File: src/rtl/cbb_popcount_pkg.sv
// Shared helpers for the cbb_count_ones_pipe population-count engine:
// per-chunk count width and the saturation ceiling of an N-bit accumulator.
package cbb_popcount_pkg;

    // A CHUNK_W-bit chunk holds at most CHUNK_W ones
    function automatic int chunk_cnt_w(input int chunk_w);
        return $clog2(chunk_w) + 1;
    endfunction

    // All-ones value of a w-bit field (1 <= w <= 64)
    function automatic logic [63:0] sat_max(input int w);
        return ~64'd0 >> (64 - w);
    endfunction

endpackage

File: src/rtl/cbb_chunk_popcnt.sv
// Combinational one-counter for a single CHUNK_W-bit slice of a beat.
module cbb_chunk_popcnt
    import cbb_popcount_pkg::*;
#(
    parameter int CHUNK_W = 8,
    parameter int CNT_W   = chunk_cnt_w(CHUNK_W)
) (
    input  logic [CHUNK_W-1:0] bits,
    output logic [CNT_W-1:0]   count
);

    always_comb begin
        count = '0;
        for (int i = 0; i < CHUNK_W; i++) begin
            count = count + CNT_W'(bits[i]);
        end
    end

endmodule

File: src/rtl/cbb_count_ones_pipe.sv
// Two-stage streaming popcount with per-frame saturating running total.
// Define CBB_COUNT_ONES_PIPE_MASK_EN to add the in_mask bit-select port.
module cbb_count_ones_pipe
    import cbb_popcount_pkg::*;
#(
    parameter int WIDTH     = 64,
    parameter int CHUNK_W   = 8,
    parameter int ACC_W     = 16,
    parameter int OUT_CNT_W = $clog2(WIDTH) + 1
) (
    input  logic                 clk,
    input  logic                 rst_n,
    input  logic                 in_valid,
    output logic                 in_ready,
    input  logic [WIDTH-1:0]     in_data,
`ifdef CBB_COUNT_ONES_PIPE_MASK_EN
    input  logic [WIDTH-1:0]     in_mask,
`endif
    input  logic                 in_last,
    output logic                 out_valid,
    input  logic                 out_ready,
    output logic [OUT_CNT_W-1:0] out_count,
    output logic [ACC_W-1:0]     out_total,
    output logic                 out_last,
    output logic                 out_sat
);

    localparam int N_CHUNK = WIDTH / CHUNK_W;
    localparam int CNT_W   = chunk_cnt_w(CHUNK_W);
    localparam int SUM_W   = ((ACC_W > OUT_CNT_W) ? ACC_W : OUT_CNT_W) + 1;

    localparam logic [ACC_W-1:0] SAT_MAX     = ACC_W'(sat_max(ACC_W));
    localparam logic [SUM_W-1:0] SAT_MAX_EXT = SUM_W'(sat_max(ACC_W));

    logic [WIDTH-1:0] count_bits;

`ifdef CBB_COUNT_ONES_PIPE_MASK_EN
    assign count_bits = in_data & in_mask;
`else
    assign count_bits = in_data;
`endif

    // ---------------- S1: chunk counters ----------------
    logic [N_CHUNK-1:0][CNT_W-1:0] chunk_cnt;
    logic [N_CHUNK-1:0][CNT_W-1:0] s1_cnt;
    logic                          s1_valid;
    logic                          s1_last;

    for (genvar g = 0; g < N_CHUNK; g++) begin : g_chunk
        cbb_chunk_popcnt #(
            .CHUNK_W (CHUNK_W),
            .CNT_W   (CNT_W)
        ) u_chunk (
            .bits  (count_bits[g*CHUNK_W +: CHUNK_W]),
            .count (chunk_cnt[g])
        );
    end

    logic s1_load;
    logic s2_load;

    // S2 takes a beat when it is empty or its result leaves this cycle
    assign s2_load  = s1_valid && (!out_valid || out_ready);
    assign in_ready = !s1_valid || s2_load;
    assign s1_load  = in_valid && in_ready;

    always_ff @(posedge clk or negedge rst_n) begin
        if (!rst_n) begin
            s1_valid <= 1'b0;
            s1_cnt   <= '0;
            s1_last  <= 1'b0;
        end else if (s1_load) begin
            s1_valid <= 1'b1;
            s1_cnt   <= chunk_cnt;
            s1_last  <= in_last;
        end else if (s2_load) begin
            s1_valid <= 1'b0;
        end
    end

    // ---------------- S2: adder tree + accumulator ----------------
    logic [OUT_CNT_W-1:0] beat_sum;
    logic [OUT_CNT_W-1:0] tree [N_CHUNK];

    always_comb begin
        for (int i = 0; i < N_CHUNK; i++) begin
            tree[i] = OUT_CNT_W'(s1_cnt[i]);
        end
        for (int step = 1; step < N_CHUNK; step = step * 2) begin
            for (int i = 0; i + step < N_CHUNK; i = i + 2 * step) begin
                tree[i] = tree[i] + tree[i+step];
            end
        end
        beat_sum = tree[0];
    end

    logic [ACC_W-1:0] acc;
    logic             sticky_sat;
    logic [SUM_W-1:0] sum_ext;
    logic             ovf;
    logic [ACC_W-1:0] total_sat;
    logic             sat_next;

    always_comb begin
        sum_ext   = SUM_W'(acc) + SUM_W'(beat_sum);
        ovf       = sum_ext > SAT_MAX_EXT;
        total_sat = ovf ? SAT_MAX : sum_ext[ACC_W-1:0];
        sat_next  = sticky_sat || ovf;
    end

    always_ff @(posedge clk or negedge rst_n) begin
        if (!rst_n) begin
            out_valid  <= 1'b0;
            out_count  <= '0;
            out_total  <= '0;
            out_last   <= 1'b0;
            out_sat    <= 1'b0;
            acc        <= '0;
            sticky_sat <= 1'b0;
        end else if (s2_load) begin
            out_valid <= 1'b1;
            out_count <= beat_sum;
            out_total <= total_sat;
            out_last  <= s1_last;
            out_sat   <= sat_next;
            // A closing beat leaves a clean slate for the next frame
            if (s1_last) begin
                acc        <= '0;
                sticky_sat <= 1'b0;
            end else begin
                acc        <= total_sat;
                sticky_sat <= sat_next;
            end
        end else if (out_ready) begin
            out_valid <= 1'b0;
        end
    end

endmodule

File: config.mk
export PLATFORM = sky130hd
export DESIGN_NAME = cbb_count_ones_pipe
export DESIGN_NICKNAME = d
export VERILOG_FILES = /design/src/rtl/cbb_popcount_pkg.sv /design/src/rtl/cbb_chunk_popcnt.sv /design/src/rtl/cbb_count_ones_pipe.sv
export SDC_FILE = /design/constraint.sdc
export NUM_CORES = 1
export LEC_CHECK = 0
export CORE_MARGIN = 5
export CORE_UTILIZATION = 31
export CTS_BUF_LIST = sky130_fd_sc_hd__clkbuf_4
export DETAILED_ROUTE_END_ITERATION = 10
export GPL_TIMING_DRIVEN = 0
export PLACE_DENSITY = 0.64
export SYNTH_ARGS = -nofsm -noshare
export SYNTH_HDL_FRONTEND = slang
export SYNTH_SLANG_ARGS = --single-unit
File: constraint.sdc
create_clock -name clk -period 5.1 [get_ports clk]
set_input_delay 0.765 -clock clk [delete_from_list [all_inputs] [get_ports clk]]
set_output_delay 0.765 -clock clk [all_outputs]
set_load 0.01 [all_outputs]
# Yosys cells after proc, flatten, opt, wreduce, memory -nomap -nowiden
# Cells that the tools add are included.
[op_classes]
bitwise_logic = 0
n_addsub = 64
eq_ne = 0
mul = 0
n_reduce_logical = 9
div_mod_pow = 0
mux = 7
n_lt_le_gt_ge = 1
shift = 0
[op_table]
columns = ["op", "count"]
rows = [
  ["$add A4 B1 Y4", 48],
  ["$mux W16", 2],
  ["$add A4 B4 Y5", 4],
  ["$add A16 B7 Y17", 1],
  ["$gt A17 B16 Y1 const B", 1],
  ["$add A1 B1 Y2", 8],
  ["$add A5 B5 Y6", 2],
  ["$add A6 B6 Y7", 1],
  ["$mux W1", 5],
  ["$reduce_bool A2 Y1", 2],
  ["$logic_or A1 B1 Y1", 3],
  ["$logic_and A1 B1 Y1", 2],
  ["$logic_not A1 Y1", 2],
]
[totals]
input_bits = 69
n_memories = 0
romBits = 0
mem_bits_rw = 0
latch_bits = 0
wordCells = 98
reg_bits = 77

# Depth between registers and ports, before layout
# Gate-level depths: netlist of run 1.
[logic_depth]
ltp_word = 7
depth_mapped = 20
mapped_depth_nobuf = 18

# Modules after synthesis
# A second synthesis of run 1 with hierarchy kept.
[hier_totals]
hier_cells = 582
hier_area_um2 = 5788.1
[modules_own_cells]
columns = ["module", "cells_per_inst", "instances", "seq_area_each_um2", "area_per_inst_um2"]
rows = [
  ["cbb_count_ones_pipe", 390, 1, 1926.8, 4266.6],
  ["cbb_chunk_popcnt", 24, 8, 0.0, 190.2],
]

# Worst setup path before layout of run 1
# Ideal clock, no wire load.
[synth_path]
path_type = "register to register"
startpoint = "reg s1_cnt[2] in the netlist's numbering"
endpoint = "reg out_total[8]"
arrival_time_ns = 4.825
setup_ns = 0.126
stages_incl_launch_ff = 17
path_slack_ns = 0.149
period_less_slack_ns = 4.951
cell_sequence = "dfrtp_1 > inv_1 > fa_1 > inv_1 > fa_1 > fa_1 > fa_1 > ha_1 > fa_1 > a21o_1 > a21o_1 > ha_1 > a21boi_2 > or3_1 > buf_6 > and3b_1 > o32a_1"
[synth_via]
elab_chain_cells = 6
[synth_lines]
columns = ["item", "line", "rtl"]
rows = [
  ["from (decl)", "cbb_count_ones_pipe.sv:45", "logic [N_CHUNK-1:0][CNT_W-1:0] s1_cnt;"],
  ["from (signal assigned)", "cbb_count_ones_pipe.sv:74", "s1_cnt <= chunk_cnt;"],
  ["$add A4 B4 Y5 (*)", "cbb_count_ones_pipe.sv:91", "tree[i] = tree[i] + tree[i+step];"],
  ["$add A5 B5 Y6 (*)", "cbb_count_ones_pipe.sv:91", ""],
  ["$add A6 B6 Y7 (*)", "cbb_count_ones_pipe.sv:91", ""],
  ["named net beat_sum[6]", "cbb_count_ones_pipe.sv:82", "logic [OUT_CNT_W-1:0] beat_sum;"],
  ["$add A16 B7 Y17 (*)", "cbb_count_ones_pipe.sv:105", "sum_ext = SUM_W'(acc) + SUM_W'(beat_sum);"],
  ["$gt A17 B16 Y1", "cbb_count_ones_pipe.sv:106", "ovf = sum_ext > SAT_MAX_EXT;"],
  ["$mux W16 (*)", "cbb_count_ones_pipe.sv:107", "total_sat = ovf ? SAT_MAX : sum_ext[ACC_W-1:0];"],
  ["to (signal assigned)", "cbb_count_ones_pipe.sv:123", "out_total <= total_sat;"],
  ["to (decl)", "cbb_count_ones_pipe.sv:23", "output logic [ACC_W-1:0] out_total,"],
]
# Mark *: on every way through the listed nets, which the timed path passes. The rest lies on a longest branch.
# A chain may end at the register's enable or synchronous reset.

# Final worst setup path of run 1
[layout_path]
startpoint = "reg s1_cnt[2] in the netlist's numbering"
endpoint = "reg acc[14]"
[layout_via]
elab_chain_cells = 7
[layout_lines]
columns = ["item", "line", "rtl"]
rows = [
  ["$add A4 B4 Y5 (*)", "cbb_count_ones_pipe.sv:91", ""],
  ["$add A5 B5 Y6 (*)", "cbb_count_ones_pipe.sv:91", ""],
  ["$add A6 B6 Y7 (*)", "cbb_count_ones_pipe.sv:91", ""],
  ["named net beat_sum[6]", "cbb_count_ones_pipe.sv:82", ""],
  ["$add A16 B7 Y17 (*)", "cbb_count_ones_pipe.sv:105", ""],
  ["$gt A17 B16 Y1", "cbb_count_ones_pipe.sv:106", ""],
  ["$mux W16 (*)", "cbb_count_ones_pipe.sv:107", ""],
  ["$mux W16 (*)", "cbb_count_ones_pipe.sv:127", "if (s1_last) begin"],
  ["to (signal assigned)", "cbb_count_ones_pipe.sv:131", "acc <= total_sat;"],
  ["to (decl)", "cbb_count_ones_pipe.sv:97", "logic [ACC_W-1:0] acc;"],
]
# Marks and branches as above.

==> results.yml, run 1 <==
status:
  outcome: "completed"
finish:
  nNetsFinal: 851
  regArea_sq_um: 1927
  multi_input_area_sq_um: 3272
  layout-drive-gt1-share: 0.1027
  antenna_cells: 0
  syn_to_final_growth_pct: 28.12
  fillers: 1817
  fin_area_sq_um: 7257
synthesis:
  postSynthCellCount: 573
  synth_area_sq_um: 5664
  synth.area.mux_share: 0.02187
  synth_compound_area_frac: 0.1246
  synth-seq-cells: 77
  synthesis.nets: 737
  synth_top_family_by_area: "adder cells"
  synth-edff-count: 0
  yosysSeqAreaShare: 0.3402
  synth_fa_ha_area_frac: 0.2841
  synth_xor_area_frac: 0.02938
  avgSynthCellArea_sq_um: 9.885
  yosys.area_share.simple: 0.09697
  synth.distinct_cells: 53
  synthFlopType: "dfrtp_1"
  async_flop_share: 1.000
  ys_warn_count: 0
timing:
  min_period_ns: 4.981
  max_freq_mhz: 200.8
  rsz0062_at_grt: "yes"
  whs_ns: 0.2567
  slew_viol_final: 0
  tightest_slew_ns: 0.5644
  slew_headroom: 0.6237
  finClkSkew_ns: 0.01743
  setup_viol: 0
  hold_viol_final: 0
  final.period_utilization: 0.9767
die:
  die-area_sq_um: 21070
  dieWidth_microns: 145.2
  die_h_microns: 145.2
  start_util: 0.3153
  row_count: 49
  io_pins: 96
  core_area_sq_um: 17960
critical_path:
  cp-startpoint: "s1_cnt[2]"
  criticalPathCategory: "reg2reg"
  r2r-start: "s1_cnt[2]"
  crit_path_end_kind: "register"
  path_max_fanout: 5
  cp.arrival_ns: 5.29
  worstSetupStartpointType: "register"
  required_ns: 5.41
  rrSetupSlack_ns: 0.12
clock_tree:
  cts_sinks: 77
  cts.reportedPaths.clkPinSlew_ns: 0.14
  cts_tree: "yes"
  h-tree-depth: 3
  numCtsBuffers: 9
  root_buffer: "clkbuf_4"
  worstSkewPairLatency_ns: 0.44
  clockBufferDepth: 2
placed_design:
  post_dp_cell_area_sq_um: 6927
  place_congestion: 0.9058
  portBuffers: 95
  dpl.hpwl_microns: 9736
drt:
  avgRoutedWirePerCell_microns: 13.31
  drt_iter0_drc: 344
  routed_wl_microns: 12250
  vias: 4183
  drc_errors: 0
  vias_per_cell: 4.547
  firstDrtPassIters: 4
  ant_nets: 0
grt:
  grt_usage: 0.1181
  grt_remaining_overflow: 0
  grt_start_max_net_pins: 46
  grt_pass1_vias: 4327
  grt_pass1_wl_microns: 20690
  grt_antenna_before_repair: 0
flow_run:
  drv_cap: 0
min_path:
  hold_path.class: "in2async"
registers in the layout, indices dropped and copies added, names as in the netlist:
signal / count
acc: 16
out_count: 7
out_last: 1
out_sat: 1
out_total: 16
out_valid: 1
s1_cnt: 32
s1_last: 1
s1_valid: 1
sticky_sat: 1
what timing repair did:
item                                    in CTS  in global routing
gates resized for setup                      7                 15
hold buffers                                 0                  0
setup buffers                                1                  5
gates cloned                                 1                  0
endpoints found under the setup margin      27                 34
pin swaps                                    1                 16
endpoints found under the hold margin        0                  0
cell usage after synthesis, drive strengths merged (4+ instances only):
library cell	n	share of area
mux2	11	0.022
a211oi	4	0.0062
clkbuf	10	0.0066
inv	131	0.087
and2	4	0.0044
nand3	7	0.0071
a21oi	18	0.019
and3	5	0.0055
nand2	65	0.044
buf	9	0.0095
ha	39	0.086
a21o	13	0.017
dfrtp	77	0.34
a22o	6	0.0093
a31oi	12	0.013
a311oi	4	0.0073
xor2	14	0.022
nor2	19	0.013
fa	56	0.20
o31ai	5	0.0075
nand2b	4	0.0044
xnor2	5	0.0077
o21ai	29	0.026
through the flow:
step                      cells  TNS (ns)    util  setup WS (ns)
final                       920         0  0.4040         0.1187
after global routing        920   -0.3263  0.4040       -0.04907
after CTS                   915         0  0.3974       0.002680
after detailed placement    898    -2.389  0.3856        -0.1744
after global placement      897    -2.132  0.3842        -0.1656
after floorplan             573         0       -         0.1493
logic make-up (layout without fill, tap and decap cells):
logic type / count (synthesis) / in the layout
buffers and inverters: 150 / 268
AND/OR/NAND/NOR: 118 / 118
AO/OA/AOI/OAI: 103 / 103
adder cells (fa/ha/maj): 95 / 95
flip-flops: 77 / 77
XOR/XNOR: 19 / 19
multiplexers: 11 / 11
critical path, stage by stage (launching register included):
cell      delay [ns]
dfrtp_1         0.38
inv_2           0.05
fa_1            0.53
inv_1           0.05
fa_1            0.56
fa_1            0.43
fa_1            0.45
ha_2            0.21
fa_2            0.37
a21o_1          0.19
a21o_1          0.21
ha_4            0.25
nand4_1         0.15
a21oi_4         0.07
or3_1           0.39
buf_6           0.14
a21oi_4         0.20
buf_6           0.15
a311oi_2        0.09
metal layers:
metal | vias to the layer above | track usage | share of wire
met3 | 10 | 0.02869 | 0.051
li1 | 2044 | - | -
met1 | 2033 | 0.1493 | 0.43
met5 | - | 0 | 0
met2 | 96 | 0.2055 | 0.51
met4 | 0 | 0.02612 | 0.0096
placed cells by master (no fill, tap or decap), drive strengths merged, types with 2 or more instances in the layout:
| master | n |
|---|---|
| clkbuf | 19 |
| nand4 | 3 |
| o211ai | 2 |
| nor3 | 2 |
| xor2 | 14 |
| clkinv | 2 |
| and2 | 4 |
| or3 | 2 |
| a211oi | 4 |
| buf | 18 |
| a21oi | 18 |
| bufinv | 2 |
| xnor2 | 5 |
| o31ai | 5 |
| clkinvlp | 2 |
| nand2b | 4 |
| dfrtp | 77 |
| mux2 | 11 |
| ha | 39 |
| a311oi | 4 |
| and3 | 5 |
| nand2 | 65 |
| a21boi | 3 |
| nand3 | 7 |
| a31oi | 12 |
| a22o | 6 |
| inv | 131 |
| o21a | 2 |
| clkdlybuf4s50 | 94 |
| o21ai | 29 |
| a21o | 13 |
| nor2 | 19 |
| fa | 56 |
final timing paths:
path                       cells after the start    endpoint
max                                           18     acc[14]
min                                            1      acc[9]
max reg2reg                                   18     acc[14]
min reg2reg                                    2  s1_cnt[25]
max in group asynchronous                      2  s1_cnt[10]
min in group clk                               2  s1_cnt[25]
cell type report:
| type | count | share of cell area |
|---|---|---|
| sequential | 77 | 0.2655 |
| clock inverter | 6 | 0.01224 |
| clock buffer | 9 | 0.009310 |
| timing repair buffer | 103 | 0.1414 |
| tap | 229 | 0.03948 |
| buffer | 19 | 0.01345 |
| multi-input combinational | 346 | 0.4509 |
| inverter | 131 | 0.06776 |
Power of run 1 is left out: the tool's default activity adds up to more than one toggle a clock period on the data nets, which glitch-free logic cannot reach.
==> run 2: changes to the inputs <==
--- a/config.mk
+++ b/config.mk
@@ -10,6 +10,7 @@
 export CTS_BUF_LIST = sky130_fd_sc_hd__clkbuf_4
 export DETAILED_ROUTE_END_ITERATION = 10
 export GPL_TIMING_DRIVEN = 0
+export MAX_ROUTING_LAYER = met4
 export PLACE_DENSITY = 0.64
 export SYNTH_ARGS = -nofsm -noshare
 export SYNTH_HDL_FRONTEND = slang
==> results.yml, run 2 (synthesized netlist as in run 1, its figures left out) <==
finish:
  syn_to_final_growth_pct: 28.12
  fin_cells: 920
  regArea_sq_um: 1927
  reg_top3: "s1_cnt (32), acc (16), out_total (16)"
  nNetsFinal: 851
  largest_register_ffs: 32
  final_common_cell: "inv_1"
  top_register: "s1_cnt"
  fillers: 1817
  multi_input_area_sq_um: 3272
  layout-drive-gt1-share: 0.1027
  antenna_cells: 0
  most-common-layout-cells: "128 x inv_1, 94 x clkdlybuf4s50_1, 77 x dfrtp_1, 64 x nand2_1, 55 x fa_1"
timing:
  slew_viol_final: 0
  rsz0062_at_grt: "yes"
  tightest_slew_ns: 0.5654
  slew_headroom: 0.6231
  setup_viol: 0
  finClkSkew_ns: 0.01830
  final.period_utilization: 0.9768
  min_period_ns: 4.982
  hold_viol_final: 0
  max_freq_mhz: 200.7
clock_tree:
  hold_buffers: 0
  numCtsBuffers: 9
  h-tree-depth: 3
  worstSkewPairLatency_ns: 0.45
  cts_sinks: 77
  cts_tree: "yes"
  root_buffer: "clkbuf_4"
  clockBufferDepth: 2
  cts.reportedPaths.clkPinSlew_ns: 0.14
min_path:
  hold_path.class: "in2async"
critical_path:
  worst_r2r_path_depth: 18
  path_max_fanout: 5
  cp-startpoint: "s1_cnt[2]"
  worstSetupStartpointType: "register"
  cp.arrival_ns: 5.30
  rrSetupSlack_ns: 0.12
  rr_endpoint: "acc[14]"
  r2r-start: "s1_cnt[2]"
  crit_path_end_kind: "register"
  crit_path_end: "acc[14]"
  required_ns: 5.42
  criticalPathCategory: "reg2reg"
grt:
  grt_remaining_overflow: 0
  grt_pass1_wl_microns: 20690
  grt_antenna_before_repair: 0
  grt_pass1_vias: 4332
  grt_start_max_net_pins: 46
  grt_usage: 0.1216
drt:
  avgRoutedWirePerCell_microns: 13.36
  routed_wl_microns: 12290
  firstDrtPassIters: 4
  drc_errors: 0
  vias: 4200
  vias_per_cell: 4.565
  ant_nets: 0
  drt_iter0_drc: 315
die:
  core_area_sq_um: 17960
  dieWidth_microns: 145.2
  row_count: 49
  die-area_sq_um: 21070
  io_pins: 96
  die_h_microns: 145.2
  start_util: 0.3153
flow_run:
  drv_cap: 0
placed_design:
  place_congestion: 0.9214
  portBuffers: 95
  placed_cells: 898
  dpl.hpwl_microns: 9736
status:
  outcome: "completed"
==> run 2: cell counts in the layout (fill, tap and decap cells not counted) <==
Identical to the previous run, type by type.
==> run 2: how the worst min path moves through the flow <==
| stage | cells after the start | slack, ns | endpoint | from |
|---|---|---|---|---|
| 2_1_floorplan | 2 | 0.45 | s1_cnt[10] | s1_cnt[10] |
| 3_3_place_gp | 2 | 0.46 | s1_cnt[17] | s1_cnt[17] |
| 3_5_place_dp | 2 | 0.47 | out_count[2] | out_count[2] |
| 4_1_cts | 1 | 0.25 | out_total[0] | rst_n |
| 5_1_grt | 1 | 0.26 | acc[8] | rst_n |
| 6_report | 1 | 0.25 | acc[9] | rst_n |
==> run 2: per-stage QoR <==
| step | instance area [sq um] | util | setup slack, ns | hold slack (ns) | setup TNS, ns |
|---|---|---|---|---|---|
| final | 7257 | 0.4040 | 0.1183 | 0.2545 | 0 |
| after global routing | 7257 | 0.4040 | -0.05117 | 0.2604 | -0.3488 |
| after CTS | 7138 | 0.3974 | 0.002680 | 0.2499 | 0 |
| after detailed placement | 6927 | 0.3856 | -0.1744 | 0.4670 | -2.389 |
| after global placement | 6902 | 0.3842 | -0.1656 | 0.4611 | -2.132 |
| after floorplan | 5664 | - | 0.1493 | 0.4498 | 0 |
==> run 2: critical path, stage by stage, from the launching register on <==
cell      delay [ns]
dfrtp_1         0.38
inv_2           0.05
fa_1            0.53
inv_1           0.05
fa_1            0.56
fa_1            0.43
fa_1            0.45
ha_2            0.21
fa_2            0.37
a21o_1          0.19
a21o_1          0.21
ha_4            0.25
nand4_1         0.15
a21oi_4         0.07
or3_1           0.39
buf_6           0.14
a21oi_4         0.20
buf_6           0.15
a311oi_2        0.09
==> run 2: layer usage <==
layer | share of wire | up-vias | global-route usage
met5 | 0 | - | -
met4 | 0.013 | 0 | 0.02892
met2 | 0.50 | 105 | 0.2050
met3 | 0.051 | 18 | 0.02370
li1 | - | 2043 | -
met1 | 0.43 | 2034 | 0.1514
==> run 2: what timing repair did <==
action	in CTS	in global routing
buffers inserted	1	5
gates resized for setup	7	15
gates cloned	1	0
endpoints found under the setup margin	27	34
pin swaps	1	16
==> run 2: area by class of cell <==
class / count / share of cell area
buffer: 19 / 0.01345
clock buffer: 9 / 0.009310
clock inverter: 6 / 0.01224
inverter: 131 / 0.06776
multi-input combinational: 346 / 0.4509
sequential: 77 / 0.2655
tap: 229 / 0.03948
timing repair buffer: 103 / 0.1414
Power of run 2 is left out for the same reason.
